## config.mk

```make
export PLATFORM = sky130hd
export DESIGN_NAME = bp_be_dcache_wbuf_ctrl_flat
export DESIGN_NICKNAME = d
export VERILOG_FILES = /design/src/rtl/bp_be_dcache_wbuf_pkg.sv /design/src/rtl/bp_be_dcache_wbuf_ctrl_if.sv /design/src/rtl/bp_be_dcache_wbuf_ctrl.sv /design/src/flat_wrapper.sv
export SDC_FILE = /design/constraint.sdc
export NUM_CORES = 1
export LEC_CHECK = 0
export CAP_MARGIN = 0
export CORE_AREA = 4 4 41 43
export DETAILED_ROUTE_END_ITERATION = 12
export DIE_AREA = 0 0 45 47
export RECOVER_POWER = 25
export SLEW_MARGIN = 10
export SYNTH_ARGS = -nofsm -noshare
export SYNTH_HDL_FRONTEND = slang
export SYNTH_SLANG_ARGS = --single-unit
```

## constraint.sdc

```tcl
create_clock -name clk_i -period 1.82 [get_ports clk_i]
set_input_delay 0.364 -clock clk_i [delete_from_list [all_inputs] [get_ports clk_i]]
set_output_delay 0.364 -clock clk_i [all_outputs]
set_load 0.005 [all_outputs]
```

## src/rtl/bp_be_dcache_wbuf_pkg.sv

```systemverilog
//------------------------------------------------------------------------------
// Module   : bp_be_dcache_wbuf_pkg
// Purpose  : Shared types and constants for the dcache write-buffer controller.
//            Holds the occupancy state encoding and the entry count.
// Revision : 1.0 - initial release
//------------------------------------------------------------------------------
`default_nettype none

package bp_be_dcache_wbuf_pkg;

    // Occupancy states; the encoding equals the number of live entries.
    typedef enum logic [1:0] {
        e_wbuf_empty = 2'd0,
        e_wbuf_one   = 2'd1,
        e_wbuf_two   = 2'd2
    } bp_be_wbuf_state_e;

    localparam int wbuf_els_gp   = 2;
    localparam int wbuf_cnt_w_gp = 2;

endpackage : bp_be_dcache_wbuf_pkg

`default_nettype wire

```

## src/rtl/bp_be_dcache_wbuf_ctrl_if.sv

```systemverilog
//------------------------------------------------------------------------------
// Module   : bp_be_dcache_wbuf_ctrl_if
// Purpose  : Handshake and datapath-control bundle of the dcache write-buffer
//            controller.
//            slave  : controller side (takes v_i/yumi_i, drives the rest)
//            master : environment side (pipeline, cache arrays, datapath)
// Signals  : v_i/ready_o     write-in handshake
//            v_o/yumi_i      drain handshake
//            el0_en_o/el1_en_o, mux0_sel_o/mux1_sel_o  datapath controls
//            el0_valid_o/el1_valid_o                   snoop qualifiers
//            num_els_o, empty_o, full_o                occupancy status
// Revision : 1.0 - initial release
//------------------------------------------------------------------------------
`default_nettype none

interface bp_be_dcache_wbuf_ctrl_if;
    import bp_be_dcache_wbuf_pkg::*;

    logic                     v_i;
    logic                     ready_o;
    logic                     v_o;
    logic                     yumi_i;
    logic                     el0_en_o;
    logic                     el1_en_o;
    logic                     mux0_sel_o;
    logic                     mux1_sel_o;
    logic                     el0_valid_o;
    logic                     el1_valid_o;
    logic [wbuf_cnt_w_gp-1:0] num_els_o;
    logic                     empty_o;
    logic                     full_o;

    modport slave (
        input  v_i, yumi_i,
        output ready_o, v_o, el0_en_o, el1_en_o, mux0_sel_o, mux1_sel_o,
               el0_valid_o, el1_valid_o, num_els_o, empty_o, full_o
    );

    modport master (
        output v_i, yumi_i,
        input  ready_o, v_o, el0_en_o, el1_en_o, mux0_sel_o, mux1_sel_o,
               el0_valid_o, el1_valid_o, num_els_o, empty_o, full_o
    );

endinterface : bp_be_dcache_wbuf_ctrl_if

`default_nettype wire

```

## src/rtl/bp_be_dcache_wbuf_ctrl.sv

```systemverilog
//------------------------------------------------------------------------------
// Module   : bp_be_dcache_wbuf_ctrl
// Purpose  : Occupancy controller for the 2-entry dcache write buffer.
//            Accepts store-miss writes (valid/ready), drains them to the
//            data/tag arrays (valid/yumi), and drives the entry load enables
//            and mux selects of the neighbouring 2-entry datapath.
//            el1 is the head (drain side), el0 is the tail.
// Ports    : clk_i    clock
//            reset_i  synchronous active-high reset
//            wbuf     bp_be_dcache_wbuf_ctrl_if.slave handshake/control bundle
// Config   : BP_BE_DCACHE_WBUF_BYPASS_EN - when defined, a write arriving at an
//            empty buffer is presented on v_o in the same cycle (data_i
//            bypass). When undefined, every write is registered before drain.
// Revision : 1.0 - initial release
//------------------------------------------------------------------------------
`default_nettype none

module bp_be_dcache_wbuf_ctrl
    import bp_be_dcache_wbuf_pkg::*;
(
    input  logic                     clk_i,
    input  logic                     reset_i,
    bp_be_dcache_wbuf_ctrl_if.slave  wbuf
);

    localparam int els_lp   = wbuf_els_gp;
    localparam int cnt_w_lp = wbuf_cnt_w_gp;

    localparam logic [cnt_w_lp-1:0] c_st_empty = e_wbuf_empty;
    localparam logic [cnt_w_lp-1:0] c_st_one   = e_wbuf_one;
    localparam logic [cnt_w_lp-1:0] c_st_two   = cnt_w_lp'(els_lp);

    logic [cnt_w_lp-1:0] r_num_els;
    logic [cnt_w_lp-1:0] w_num_els_nxt;
    logic                w_ready;
    logic                w_enq;
    logic                w_deq;
    logic                w_v_o;
    logic                w_el0_en;
    logic                w_el1_en;
    logic                w_mux0_sel;
    logic                w_mux1_sel;
    logic                w_el0_valid;
    logic                w_el1_valid;

    // Output decode and next-state; every output is forced to its idle value
    // while reset is asserted so no entry is written on a reset cycle.
    always_comb begin
        w_num_els_nxt = r_num_els;
        w_v_o         = 1'b0;
        w_el0_en      = 1'b0;
        w_el1_en      = 1'b0;
        w_mux0_sel    = 1'b0;
        w_mux1_sel    = 1'b0;
        w_el0_valid   = 1'b0;
        w_el1_valid   = 1'b0;

        w_ready = ~reset_i & (r_num_els != c_st_two);
        w_enq   = wbuf.v_i & w_ready;
        w_deq   = wbuf.yumi_i & ~reset_i;

        case (r_num_els)
            c_st_empty: begin
`ifdef BP_BE_DCACHE_WBUF_BYPASS_EN
                // Bypass: data_i goes straight to the arrays; only load the
                // head if the cache does not take it this cycle.
                w_v_o      = wbuf.v_i;
                w_mux1_sel = 1'b0;
                if (w_enq && !w_deq) begin
                    w_el1_en      = 1'b1;
                    w_mux0_sel    = 1'b0;
                    w_num_els_nxt = c_st_one;
                end
`else
                // Registered: nothing is visible to the arrays until loaded.
                w_v_o      = 1'b0;
                w_mux1_sel = 1'b1;
                if (w_enq) begin
                    w_el1_en      = 1'b1;
                    w_mux0_sel    = 1'b0;
                    w_num_els_nxt = c_st_one;
                end
`endif
            end
            c_st_one: begin
                w_v_o       = 1'b1;
                w_mux1_sel  = 1'b1;
                w_el1_valid = 1'b1;
                if (w_enq && w_deq) begin
                    // Head drains while the new write takes its place.
                    w_el1_en   = 1'b1;
                    w_mux0_sel = 1'b0;
                end else if (w_enq) begin
                    w_el0_en      = 1'b1;
                    w_num_els_nxt = c_st_two;
                end else if (w_deq) begin
                    w_num_els_nxt = c_st_empty;
                end
            end
            c_st_two: begin
                w_v_o       = 1'b1;
                w_mux1_sel  = 1'b1;
                w_el0_valid = 1'b1;
                w_el1_valid = 1'b1;
                if (w_deq) begin
                    // Tail shifts into the head slot.
                    w_el1_en      = 1'b1;
                    w_mux0_sel    = 1'b1;
                    w_num_els_nxt = c_st_one;
                end
            end
            default: begin
                w_num_els_nxt = c_st_empty;
            end
        endcase

        if (reset_i) begin
            w_v_o       = 1'b0;
            w_el0_en    = 1'b0;
            w_el1_en    = 1'b0;
            w_mux0_sel  = 1'b0;
            w_mux1_sel  = 1'b0;
            w_el0_valid = 1'b0;
            w_el1_valid = 1'b0;
        end
    end

    always_ff @(posedge clk_i) begin
        if (reset_i) begin
            r_num_els <= c_st_empty;
        end else begin
            r_num_els <= w_num_els_nxt;
        end
    end

    assign wbuf.ready_o     = w_ready;
    assign wbuf.v_o         = w_v_o;
    assign wbuf.el0_en_o    = w_el0_en;
    assign wbuf.el1_en_o    = w_el1_en;
    assign wbuf.mux0_sel_o  = w_mux0_sel;
    assign wbuf.mux1_sel_o  = w_mux1_sel;
    assign wbuf.el0_valid_o = w_el0_valid;
    assign wbuf.el1_valid_o = w_el1_valid;
    assign wbuf.num_els_o   = reset_i ? c_st_empty : r_num_els;
    assign wbuf.empty_o     = (wbuf.num_els_o == c_st_empty);
    assign wbuf.full_o      = (wbuf.num_els_o == c_st_two);

    // Protocol and occupancy checks.
    a_yumi_needs_valid : assert property (
        @(posedge clk_i) disable iff (reset_i) wbuf.yumi_i |-> w_v_o);

    a_no_overflow : assert property (
        @(posedge clk_i) disable iff (reset_i) (r_num_els == c_st_two) |-> !w_enq);

    a_num_els_range : assert property (
        @(posedge clk_i) disable iff (reset_i) r_num_els <= c_st_two);

endmodule : bp_be_dcache_wbuf_ctrl

`default_nettype wire

```

## src/flat_wrapper.sv

```systemverilog
// flat-port wrapper written by rule: the top's interface ports become plain ports
module bp_be_dcache_wbuf_ctrl_flat import bp_be_dcache_wbuf_pkg::*;
  (clk_i, reset_i, wbuf_v_i, wbuf_yumi_i, wbuf_ready_o, wbuf_v_o, wbuf_el0_en_o, wbuf_el1_en_o, wbuf_mux0_sel_o, wbuf_mux1_sel_o, wbuf_el0_valid_o, wbuf_el1_valid_o, wbuf_num_els_o, wbuf_empty_o, wbuf_full_o);
  bp_be_dcache_wbuf_ctrl_if wbuf_i ();
  input  logic clk_i;
  input  logic reset_i;
  input wire logic [$bits(wbuf_i.v_i)-1:0] wbuf_v_i;
  input wire logic [$bits(wbuf_i.yumi_i)-1:0] wbuf_yumi_i;
  output wire logic [$bits(wbuf_i.ready_o)-1:0] wbuf_ready_o;
  output wire logic [$bits(wbuf_i.v_o)-1:0] wbuf_v_o;
  output wire logic [$bits(wbuf_i.el0_en_o)-1:0] wbuf_el0_en_o;
  output wire logic [$bits(wbuf_i.el1_en_o)-1:0] wbuf_el1_en_o;
  output wire logic [$bits(wbuf_i.mux0_sel_o)-1:0] wbuf_mux0_sel_o;
  output wire logic [$bits(wbuf_i.mux1_sel_o)-1:0] wbuf_mux1_sel_o;
  output wire logic [$bits(wbuf_i.el0_valid_o)-1:0] wbuf_el0_valid_o;
  output wire logic [$bits(wbuf_i.el1_valid_o)-1:0] wbuf_el1_valid_o;
  output wire logic [$bits(wbuf_i.num_els_o)-1:0] wbuf_num_els_o;
  output wire logic [$bits(wbuf_i.empty_o)-1:0] wbuf_empty_o;
  output wire logic [$bits(wbuf_i.full_o)-1:0] wbuf_full_o;
  assign wbuf_i.v_i = wbuf_v_i;
  assign wbuf_i.yumi_i = wbuf_yumi_i;
  assign wbuf_ready_o = wbuf_i.ready_o;
  assign wbuf_v_o = wbuf_i.v_o;
  assign wbuf_el0_en_o = wbuf_i.el0_en_o;
  assign wbuf_el1_en_o = wbuf_i.el1_en_o;
  assign wbuf_mux0_sel_o = wbuf_i.mux0_sel_o;
  assign wbuf_mux1_sel_o = wbuf_i.mux1_sel_o;
  assign wbuf_el0_valid_o = wbuf_i.el0_valid_o;
  assign wbuf_el1_valid_o = wbuf_i.el1_valid_o;
  assign wbuf_num_els_o = wbuf_i.num_els_o;
  assign wbuf_empty_o = wbuf_i.empty_o;
  assign wbuf_full_o = wbuf_i.full_o;
  bp_be_dcache_wbuf_ctrl u_core (.clk_i(clk_i), .reset_i(reset_i), .wbuf(wbuf_i));
endmodule
```

# --- Yosys cells after proc, flatten, opt, wreduce, memory -nomap -nowiden ---
# Index checks and enable logic that the tools add are counted.
totals:
  register_bits: 2
  in_bits: 4
  wordCells: 42
op_classes:
  n_eq_ne: 8
  mux: 23
  n_bitwise: 4
  reduce_logical: 6
ops:
  columns: ["operator", "n"]
  rows:
  - ["2-to-1 mux 1 bit", 15]
  - ["2-to-1 mux 2 bit", 6]
  - ["case mux 2 bit (3 select lines)", 1]
  - ["== test 2 bit, second input constant", 2]
  - ["zero test 2 bit", 2]
  - ["inequality test 2 x 1 -> 1 bit, second input constant", 2]
  - ["inequality test 2 bit, second input constant", 2]
  - ["AND reduction 4 bit", 1]
  - ["AND 1 bit", 3]
  - ["inequality test 3 x 1 -> 1 bit, second input constant", 1]
  - ["case mux 1 bit (3 select lines)", 1]
  - ["OR reduction 3 bit", 1]
  - ["== test 2 x 1 -> 1 bit, second input constant", 1]
  - ["OR reduction 2 bit", 1]
  - ["logical AND 1 bit", 1]
  - ["NOT 1 bit", 1]

# --- Logic depth before layout (Yosys ltp) ---
logic_depth:
  word_depth: 7
  ltp_mapped: 5
  mapped_depth_nobuf: 5

# --- Worst setup path after synthesis ---
# Ideal clock, no wire load.
synth_timing:
  path_kind: "register -> output"
  startpoint: "register u_core.r_num_els[0]"
  endpoint: "output port wbuf_el1_en_o"
  t_arrival_ns: 1.111
  required_time_ns: 1.456
  setup_slack_ns: 0.345
  path_stages_with_launch: 6
  path_cell_list: "dfxtp_1 > inv_1 > ha_1 > and2b_2 > o21ai_0 > a21boi_1"
synth_between:
  elab_chain_len: 7
  elab_cells_between_ends: 11
  cone_classes: "eq/ne (3); mux (4); bitwise (2); reduce/logical (2)"
synth_lines:
  columns: ["item", "line_no", "rtl"]
  rows:
  - ["start: declaration", "bp_be_dcache_wbuf_ctrl.sv:33", "logic [cnt_w_lp-1:0] r_num_els;"]
  - ["start signal: assignment", "bp_be_dcache_wbuf_ctrl.sv:130", "r_num_els <= c_st_empty;"]
  - ["start signal: assignment", "bp_be_dcache_wbuf_ctrl.sv:132", "r_num_els <= w_num_els_nxt;"]
  - ["inequality test 2 bit", "bp_be_dcache_wbuf_ctrl.sv:58", "w_ready = ~reset_i & (r_num_els != c_st_two);"]
  - ["AND 1 bit", "bp_be_dcache_wbuf_ctrl.sv:58", null]
  - ["AND 1 bit", "bp_be_dcache_wbuf_ctrl.sv:59", "w_enq = wbuf.v_i & w_ready;"]
  - ["logical AND 1 bit", "bp_be_dcache_wbuf_ctrl.sv:89", "if (w_enq && w_deq) begin"]
  - ["2-to-1 mux 1 bit", "bp_be_dcache_wbuf_ctrl.sv:89", null]
  - ["case mux 1 bit (3 select lines) (*)", "bp_be_dcache_wbuf_ctrl.sv:62", "case (r_num_els)"]
  - ["2-to-1 mux 1 bit (*)", "bp_be_dcache_wbuf_ctrl.sv:117", "if (reset_i) begin"]
  - ["end: declaration", "flat_wrapper.sv:12", "output wire logic [$bits(wbuf_i.el1_en_o)-1:0] wbuf_el1_en_o;"]
# Every way passes the cells marked *; elsewhere a longest branch is shown, timed or not.

# --- Worst setup path after layout ---
layout_timing:
  startpoint: "register u_core.r_num_els[0]"
  endpoint: "output port wbuf_mux0_sel_o"
layout_between:
  elab_chain_len: 3
layout_lines:
  columns: ["item", "line_no", "rtl"]
  rows:
  - ["== test 2 bit", "bp_be_dcache_wbuf_ctrl.sv:62", null]
  - ["2-to-1 mux 1 bit", null, null]
  - ["2-to-1 mux 1 bit", "bp_be_dcache_wbuf_ctrl.sv:117", null]
  - ["end: declaration", "flat_wrapper.sv:13", "output wire logic [$bits(wbuf_i.mux0_sel_o)-1:0] wbuf_mux0_sel_o;"]
# Every way passes these cells.

==> flow_summary.toml <==
[hold_path]
hp-class = "input port to register"

[setup_path]
cp.required_ps = 1460
crit_path_top_delay_cell = "dfxtp_2"
startpoint_type = "register"
end_kind = "output pin"
crit_path_max_fanout = 5
cp_cell_sequence = "inv_2, ha_4, buf_4, nor2b_2, and2_1, clkdlybuf4s15_1"
path_class = "register to output pin"
cp.arrival_ps = 1390
critical-path-max-stage-delay_ps = 330

[die]
die_area_um2 = 2120
io_pins = 16
core-area_um2 = 1300
die_w_um = 45
initial_core_util = 0.221
core.rowCount = 13
chipHeight_um = 47

[global_route]
grt_overflow_total = 0
grt_start_max_net_pins = 7
antenna_found_initial = 0
grt_first_pass_wirelength_mm = 1.37
grt_use_total = 0.0860
grt_pass1_vias = 355

[placement]
dp_hpwl_um = 638
dp.cells = 81
numPortBuffers = 15
place_congestion = 0.763
place_area_um2 = 569
pre_cts_ws_ps = -323

[clocking]
cts_inserted_buffers = 3
clk_pin_slew_ps = 30
tritoncts = "yes"
cts.htree.levels = 1
clock-sinks = 2
root_buffer = "clkbuf_4"
cts_buffer_depth = 2
worstSkewPairLatency_ps = 220

[logic_synthesis]
synth.cell_area_um2 = 288
synthTopCellsByArea = "ha_1, dfxtp_1, nand2b_1"
syn_nets = 45
yosysSeqAreaShare = 0.139
ys.flop_type = "dfxtp_1"
yosysUniqueCellTypes = 18
synthDominantCellAreaShare = 0.217
yosysWarningCount = 0
synth_top_area_cell = "ha_1"
synthTopCellsByCount = "ha_1, nor2_1, inv_1"
synth_edf_count = 0
syn_avg_cell_area_um2 = 7.99
postSynth.asyncResetShare = 0
ys_seq_elements = 2
synthCells = 36

[cells_and_area]
largest_register_ffs = 2
drive_above_1_share = 0.521
regMostFlops = "u_core.r_num_els"
nNetsFinal = 82
reg_top3 = "u_core.r_num_els: 2 flops"
final_core_util = 0.489
antennaDiodeCount = 0
syn_to_final_growth_pct = 121
fin_cells = 86
final_cell_area_um2 = 637

[routing]
antenna_left = 0
routedWlPerCell_um = 9.09
avgViaCountPerCell = 4.05
drt_iter0_markers = 6
wirelength_um = 782
firstDrtPassIters = 3
dr_total_vias = 348
remaining_drc_errors = 0

[sta]
hold_viol_final = 0
whs_ps = 566
period_share = 0.962
fin_ws_ps = 70.0
slew_viol_final = 0
slew_headroom = 0.822
rsz0062_at_grt = "false"
finalClockSkew_ps = 0.909
fmax_ghz = 0.571
tightest_slew_ps = 260
period_minus_slack_ps = 1750
final-setup-viol-count = 0
fin_tns_setup_ps = 0

[pwr]
p_per_area_nw_per_um2 = 534
ir_drop_uv = 267
p_total_mw = 0.340
p_leak_nw = 0.338

[job]
maxCapViolCount = 0

[outcome]
outcome = "finished clean"
## final timing paths
path	startpoint	end	slack [ps]	depth (start not counted)
setup / recovery	u_core.r_num_els[0]$_SDFFE_PP0P_	wbuf_mux0_sel_o	70	6
hold / removal	reset_i	u_core.r_num_els[0]$_SDFFE_PP0P_	570	4
setup reg to reg	u_core.r_num_els[0]$_SDFFE_PP0P_	u_core.r_num_els[0]$_SDFFE_PP0P_	400	6
hold reg to reg	u_core.r_num_els[1]$_SDFFE_PP0P_	u_core.r_num_els[1]$_SDFFE_PP0P_	740	4
## cells in the final DEF, fill, tap and decap left out, types with 2 or more instances in the layout
| cell type | Yosys | routed |
|---|---|---|
| clkdlybuf4s50_1 | 0 | 3 |
| ha_2 | 0 | 2 |
| mux2i_1 | 1 | 2 |
| nor2b_2 | 0 | 2 |
| clkbuf_4 | 0 | 3 |
| nand2b_4 | 1 | 2 |
| ha_1 | 5 | 2 |
| buf_2 | 0 | 2 |
| nor2_1 | 5 | 3 |
| clkdlybuf4s15_1 | 0 | 3 |
| dlygate4sd2_1 | 0 | 6 |
| inv_1 | 4 | 3 |
| nand2b_1 | 3 | 2 |
| buf_4 | 1 | 17 |
## metal layers
metal  up-vias  part of all wire  track usage  wire length, um
met5         -                 0            0                0
met2        13              0.48        0.124              375
met3         0             0.066       0.0230               52
met4         0                 0       0.0175                0
li1        185                 -            -                -
met1       150              0.45        0.127              354
## kinds of logic after synthesis
logic type | synth area share
AO/OA/AOI/OAI | 0.104
adder cells (fa/ha/maj) | 0.217
buffers and inverters | 0.0783
flip-flops | 0.139
multiplexers | 0.0826
AND/OR/NAND/NOR | 0.378
## final cells by class
class | instances | area, um2
Clock buffer | 3 | 22.5
Tap cell | 15 | 18.8
Fill cell | 144 | 664
Sequential cell | 2 | 45.0
Multi-Input combinational cell | 29 | 262
Inverter | 4 | 15.0
Timing Repair Buffer | 33 | 274
## critical path: cells and delay by family, from the launching register on
kind,cells,cell delay [ps]
fa+ha+maj,1,170
buf+inv,3,370
simple gates,2,290
flops,1,330
## where the power goes
part	switching (mW)	internal [mW]
logic	0.0757	0.112
clock network	0.0218	0.0725
registers	0.00615	0.0515
## repair_timing
action,in CTS,in global routing
resized for setup,26,12
hold buffers,0,0
pin swaps,2,2
setup buffers,1,1
setup endpoints to repair,12,7
Note: power is estimated with default switching activity, not from simulation.
